**src/rtl/mem_arbiter.sv**
```systemverilog
// Round-robin arbiter sharing one memory port between two masters, with a per-owner burst cap.
// Define MEM_ARB_LOCK_EN to let the current owner hold the port via lock0/lock1.
module mem_arbiter #(
   parameter int M         = 16,
   parameter int MAX_BURST = 4
) (
   input  logic         clk,
   input  logic         rst,
   input  logic         req0,
   input  logic         req1,
   input  logic         we0,
   input  logic         we1,
   input  logic [M-1:0] addr0,
   input  logic [M-1:0] addr1,
   input  logic [M-1:0] wdata0,
   input  logic [M-1:0] wdata1,
   input  logic         lock0,
   input  logic         lock1,
   output logic         gnt0,
   output logic         gnt1,
   output logic [M-1:0] rdata,
   output logic         rvalid0,
   output logic         rvalid1,
   output logic [M-1:0] memAddr,
   output logic [M-1:0] memWrite,
   output logic         memWE,
   input  logic [M-1:0] memRead
);
   typedef enum logic [1:0] {IDLE, OWN0, OWN1} state_t;

   localparam logic [3:0] CAP = 4'(MAX_BURST);

   state_t       state_q, state_d;
   logic [3:0]   cnt_q, cnt_d;
   logic [M-1:0] mem_addr_q, mem_addr_d;
   logic [M-1:0] mem_write_q, mem_write_d;
   logic         mem_we_q, mem_we_d;
   logic         rvalid0_q, rvalid0_d;
   logic         rvalid1_q, rvalid1_d;
   logic         lock0_eff, lock1_eff;
   logic         keep0, keep1;
   logic         g0, g1;

`ifdef MEM_ARB_LOCK_EN
   assign lock0_eff = lock0;
   assign lock1_eff = lock1;
`else
   logic unused_lock;
   assign unused_lock = lock0 ^ lock1;
   assign lock0_eff   = 1'b0;
   assign lock1_eff   = 1'b0;
`endif

   // The owner keeps the port while under the cap, uncontested, or locked.
   assign keep0 = req0 && ((cnt_q < CAP) || !req1 || lock0_eff);
   assign keep1 = req1 && ((cnt_q < CAP) || !req0 || lock1_eff);

   always_comb begin
      g0 = 1'b0;
      g1 = 1'b0;
      case (state_q)
         IDLE: begin
            g0 = req0;
            g1 = req1 && !req0;
         end
         OWN0: begin
            g0 = keep0;
            g1 = req1 && !keep0;
         end
         OWN1: begin
            g1 = keep1;
            g0 = req0 && !keep1;
         end
         default: ;
      endcase
      if (rst) begin
         g0 = 1'b0;
         g1 = 1'b0;
      end
   end

   always_comb begin
      state_d     = IDLE;
      cnt_d       = '0;
      mem_addr_d  = mem_addr_q;
      mem_write_d = mem_write_q;
      mem_we_d    = 1'b0;
      rvalid0_d   = 1'b0;
      rvalid1_d   = 1'b0;
      if (g0) begin
         state_d     = OWN0;
         cnt_d       = (state_q == OWN0) ? ((cnt_q < CAP) ? cnt_q + 4'd1 : CAP) : 4'd1;
         mem_addr_d  = addr0;
         mem_write_d = wdata0;
         mem_we_d    = we0;
         rvalid0_d   = !we0;
      end else if (g1) begin
         state_d     = OWN1;
         cnt_d       = (state_q == OWN1) ? ((cnt_q < CAP) ? cnt_q + 4'd1 : CAP) : 4'd1;
         mem_addr_d  = addr1;
         mem_write_d = wdata1;
         mem_we_d    = we1;
         rvalid1_d   = !we1;
      end
   end

   always_ff @(posedge clk) begin
      if (rst) begin
         state_q     <= IDLE;
         cnt_q       <= '0;
         mem_addr_q  <= '0;
         mem_write_q <= '0;
         mem_we_q    <= 1'b0;
         rvalid0_q   <= 1'b0;
         rvalid1_q   <= 1'b0;
      end else begin
         state_q     <= state_d;
         cnt_q       <= cnt_d;
         mem_addr_q  <= mem_addr_d;
         mem_write_q <= mem_write_d;
         mem_we_q    <= mem_we_d;
         rvalid0_q   <= rvalid0_d;
         rvalid1_q   <= rvalid1_d;
      end
   end

   assign gnt0     = g0;
   assign gnt1     = g1;
   assign rdata    = memRead;
   assign rvalid0  = rvalid0_q;
   assign rvalid1  = rvalid1_q;
   assign memAddr  = mem_addr_q;
   assign memWrite = mem_write_q;
   assign memWE    = mem_we_q;

endmodule

```
**config.mk**
```make
export PLATFORM = sky130hd
export DESIGN_NAME = mem_arbiter
export DESIGN_NICKNAME = d
export VERILOG_FILES = /design/src/rtl/mem_arbiter.sv
export SDC_FILE = /design/constraint.sdc
export NUM_CORES = 1
export LEC_CHECK = 0
export ABC_AREA = 1
export BUFFER_PORTS_ARGS = -buffer_cell sky130_fd_sc_hd__buf_2
export CAP_MARGIN = 40
export CORE_UTILIZATION = 44
export DETAILED_ROUTE_END_ITERATION = 10
export PLACE_DENSITY = 0.81
export SLEW_MARGIN = 20
export SYNTH_ARGS = -nofsm -noshare
export SYNTH_HDL_FRONTEND = slang
export SYNTH_SLANG_ARGS = --single-unit
```
**constraint.sdc**
```tcl
create_clock -name clk -period 2.59 [get_ports clk]
set_clock_uncertainty 0.15 [all_clocks]
set_input_delay 0.777 -clock clk [delete_from_list [all_inputs] [get_ports clk]]
set_output_delay 0.777 -clock clk [all_outputs]
set_load 0.02 [all_outputs]
```
==> results.md <==
- Synthesis produced a netlist whose cell count is 346.
- Global routing used 21.7% of the available met1 tracks.
- For this run, the detailed router's first-pass iteration total came to 4.
- Max-cap violations in this run came to 0.
- The core region is 5140 um2.
- The routed via count divided by cell count is 4.76.
- The number of clock sinks is 41.
- Setup repair after global routing left no endpoint under its margin.
- Clock tree synthesis inserted a total of 5 buffers.
- The leakage power is 1.59 nW.
- On the critical path the largest part of the delay comes from buffers and inverters.
- The number of rows created at floorplan is 26.
- The number of inserted diodes is 0.
- The critical path capture point type is an output pin.
- In the final routed layout, each cell accounts on average for 11.1 um.
- The total track usage is 18.7%.
- In this design, the stage delay of the slowest critical-path cell is 140 ps.
- STA classifies the critical path startpoint as a primary input.
- The first routing iteration left 94 violations.
- The worst-case IR drop observed on VDD is 212 uV.
- The net count after synthesis is 435.
- The maximum clock frequency is 405 MHz.
- The startpoint of the worst-slack reg-to-reg timing path is state_q[0].
- After routing, the total negative slack on setup checks comes to 0 ps.
- The final critical-path required period is 2470 ps.
- The clock latency at the later pin of the worst-skew pair is 290 ps.
- The cell with the biggest individual delay on the critical path is sky130_fd_sc_hd__buf_4.
- The cell area after synthesis is 2360 um2.
- The commonest cells after synthesis are 89 x sky130_fd_sc_hd__nand2_1, 52 x sky130_fd_sc_hd__nor2_1, 41 x sky130_fd_sc_hd__dfxtp_1.
- The critical path is of the in -> out type.
- The combined area of the multi-input logic cells is 1160 um2.
- The synthesized design spends more area on one cell type than any other, namely sky130_fd_sc_hd__dfxtp_1.
- The critical path goes through buf_2, inv_1, nor2_1, nor2_1, nand2_1, nand2_4, nand2_4, inv_2, buf_4.
- The number of top-level pins is 141.
- Of all nets on the critical path, the largest fanout is 3.
- The critical path contains buffers and inverters numbering 4 combined.
- The most used flip-flop cell after synthesis is sky130_fd_sc_hd__dfxtp_1.
- In this run the most used layer during global routing was met2.
- The data arrival time of the critical path is 1540 ps.
- The launch instance of the worst min-delay path is memWrite[10].
- Cells with a size suffix above 1 make up 30.5% of the layout.
- Counting flops with an async set or reset pin after synthesis yields a share of 0%.
- The sequential area share after synthesis is 34.7%.
- The weighted congestion at the end of routability-driven global placement is 0.817.
- For this run, global-route usage on met3 was measured as 4.76%.
- The clock tree synthesis step divided the H-tree into 2 levels.
- In this run the power density over the cells is 557 nW/um2.
- The capture endpoint of the worst hold path is memWrite[10].
- Summing all flip-flop and latch instances after layout gives 821 um2.
- In this run, distinct cell masters in the synthesized netlist total 21.
- For met2 alone, demand over resource in global routing was 32.5%.
- Counting cells, the worst reg-to-reg path comes to 11.
- Once layout is complete, the utilization of the core stands at 55.3%.
- The pin count of the biggest net entering global routing is 83.
- In the finished design, the share of the clock period the worst path needs comes to 95.4%.
- Including well taps, the total number of placed cells is 491.
- The die outline width is 75.3 um.
- In this run, synthesis inferred 0 flip-flops with an integrated enable.
- The floorplan step defined a die boundary enclosing 5670 um2.
- The count of endpoints failing setup in the final report is 0.
- The TritonCTS clock tree is built.
- The count of nets left with antenna violations once routing finished came out at 0.
- Once layout is complete, the cells apart from fillers number 499.
- The most frequently used cell type in the post-synthesis netlist is sky130_fd_sc_hd__nand2_1.
- The cell at the root of the clock tree is sky130_fd_sc_hd__clkbuf_8.
- The growth of design area from synthesis to finish is 20.1%.
- The buffer count from post-CTS setup fixing is 0.
- The final layout contains routed wiring with a total length of 5550 um.
- Clock-pin slew was measured on the worst setup and hold paths at 80 ps.
- The first global-routing pass estimated 8180 um of wire.
- The flow ran to the end, and the final reports show no timing, DRC or antenna violations.
- The count of synthesis-stage warnings from yosys is 0.
- The per-instance average area after synthesis is 6.83 um2.
- The detailed-route DRC error count is 0.
- By area the synthesized netlist is led by sky130_fd_sc_hd__dfxtp_1 35%, sky130_fd_sc_hd__nand2_1 14%, sky130_fd_sc_hd__nand3b_1 10%, sky130_fd_sc_hd__nor2_1 8.3%, sky130_fd_sc_hd__nand3_1 7.8%.
- The completed layout was analyzed and its total power is 0.00158 W.
- The path category of the worst min-delay check is reg -> reg.
- The via count of the first global-routing pass is 1,907.
- The data required time of the worst path is 1660 ps.
- The synthesized design devotes to its leading area cell type 34.7% of total area.
- The final number of max-transition violations is 0.
- The number of buffers on the longest clock path is 2.
- Global routing finished with a remaining overflow of 0.
- At the end of the flow, the number of nets in the layout was 517.
- The slack of the worst reg-to-reg path is 680 ps.
- The number of vias after detailed routing is 2,374.
- The initial antenna violation count is 0.
- The final-report hold violation count was 0.
- Counting the fill cells in the layout gives 509.
- The reg-to-reg critical path endpoint is memAddr[10].
- The initial core utilization is 46.0%.
- Along the worst hold path, the cell count comes to 2.
- Counting flops and latches in the post-synthesis netlist gives 41.
- The count of port buffers added during placement is 106.
- The final HPWL from detailed placement is 3730 um.
- The height of the chip is 75.3 um.
-- area by class of cell --
cell class | instances | area share, %
inverter | 24 | 3.17
timing repair buffer | 113 | 21.1
sequential | 41 | 28.9
multi-input combinational | 243 | 40.9
tap | 70 | 3.08
clock inverter | 2 | 0.352
clock buffer | 6 | 2.56
-- power breakdown --
group          internal, W  switching (W)  total [W]
clock network     0.000187       0.000219   0.000406
registers         0.000691      0.0000284   0.000719
logic             0.000179       0.000277   0.000457
-- state kept, by name, summed over array words and instances, names as in the netlist --
signal and count:
rvalid1 1, memAddr 16, rvalid0 1, memWE 1, state_q 2, memWrite 16
cnt_q 4
-- tightest hold or removal path, cell delays in order, from the launching register on --
cell                      delay, ps
sky130_fd_sc_hd__dfxtp_1        310
sky130_fd_sc_hd__nand3_1         70
sky130_fd_sc_hd__a21oi_1         60
-- routing by layer --
layer	up-vias	wire length (um)
li1	1237	-
met2	99	2530
met4	0	77
met5	-	0
met3	10	449
met1	1028	2490
-- worst max path at each step --
stage / from / endpoint / slack [ps] / cells after the start
finish: req0 / gnt1 / 120 / 9
CTS: req0 / gnt1 / 70 / 9
floorplan: req0 / gnt0 / 100 / 8
detailed placement: req0 / gnt1 / 70 / 9
global placement: req0 / gnt1 / 100 / 9
global route: req0 / gnt0 / 40 / 8
-- cell families after synthesis --
family / synth area share, %
AND/OR/NAND/NOR: 43.8
AO/OA/AOI/OAI: 4.66
adder cells (fa/ha/maj): 0.529
buffers and inverters: 16.2
other: 0.159
flip-flops: 34.7
-- per-stage QoR --
stage	area [um2]	hold WS (ps)	setup WS, ps
final	2840	332	120
after global routing	2840	349	37.8
after CTS	2840	335	70.3
after detailed placement	2760	323	70.4
after global placement	2760	318	101
after floorplan	2360	333	103
-- placed cells by master (no fill, tap or decap) --
cell                       synthesis  routed
sky130_fd_sc_hd__nand2_4           5       5
sky130_fd_sc_hd__inv_2             3       4
sky130_fd_sc_hd__nand2_1          89      89
sky130_fd_sc_hd__buf_2             3     105
sky130_fd_sc_hd__nand3b_1         32      32
sky130_fd_sc_hd__nor3_1            1       1
sky130_fd_sc_hd__clkbuf_1          6       1
sky130_fd_sc_hd__buf_12            0       1
sky130_fd_sc_hd__inv_1            21      20
sky130_fd_sc_hd__clkinv_2          0       2
sky130_fd_sc_hd__buf_4            19       7
sky130_fd_sc_hd__clkbuf_8          0       5
sky130_fd_sc_hd__nand2_2           1       1
sky130_fd_sc_hd__nand3_1          37      37
sky130_fd_sc_hd__nor2_1           52      52
sky130_fd_sc_hd__dfxtp_1          41      41
sky130_fd_sc_hd__a21oi_1          19      19
sky130_fd_sc_hd__nand4_1           1       1
sky130_fd_sc_hd__ha_1              1       1
sky130_fd_sc_hd__nor2_2            1       1
sky130_fd_sc_hd__o21ai_0           1       1
sky130_fd_sc_hd__conb_1            1       1
sky130_fd_sc_hd__o21ai_1           2       2
-- what timing repair did --
action	4_1_cts	5_1_grt
setup endpoints to repair	0	1
hold buffers	0	0
resized for setup	0	2
No activity file was read; power rests on OpenSTA's default activity.
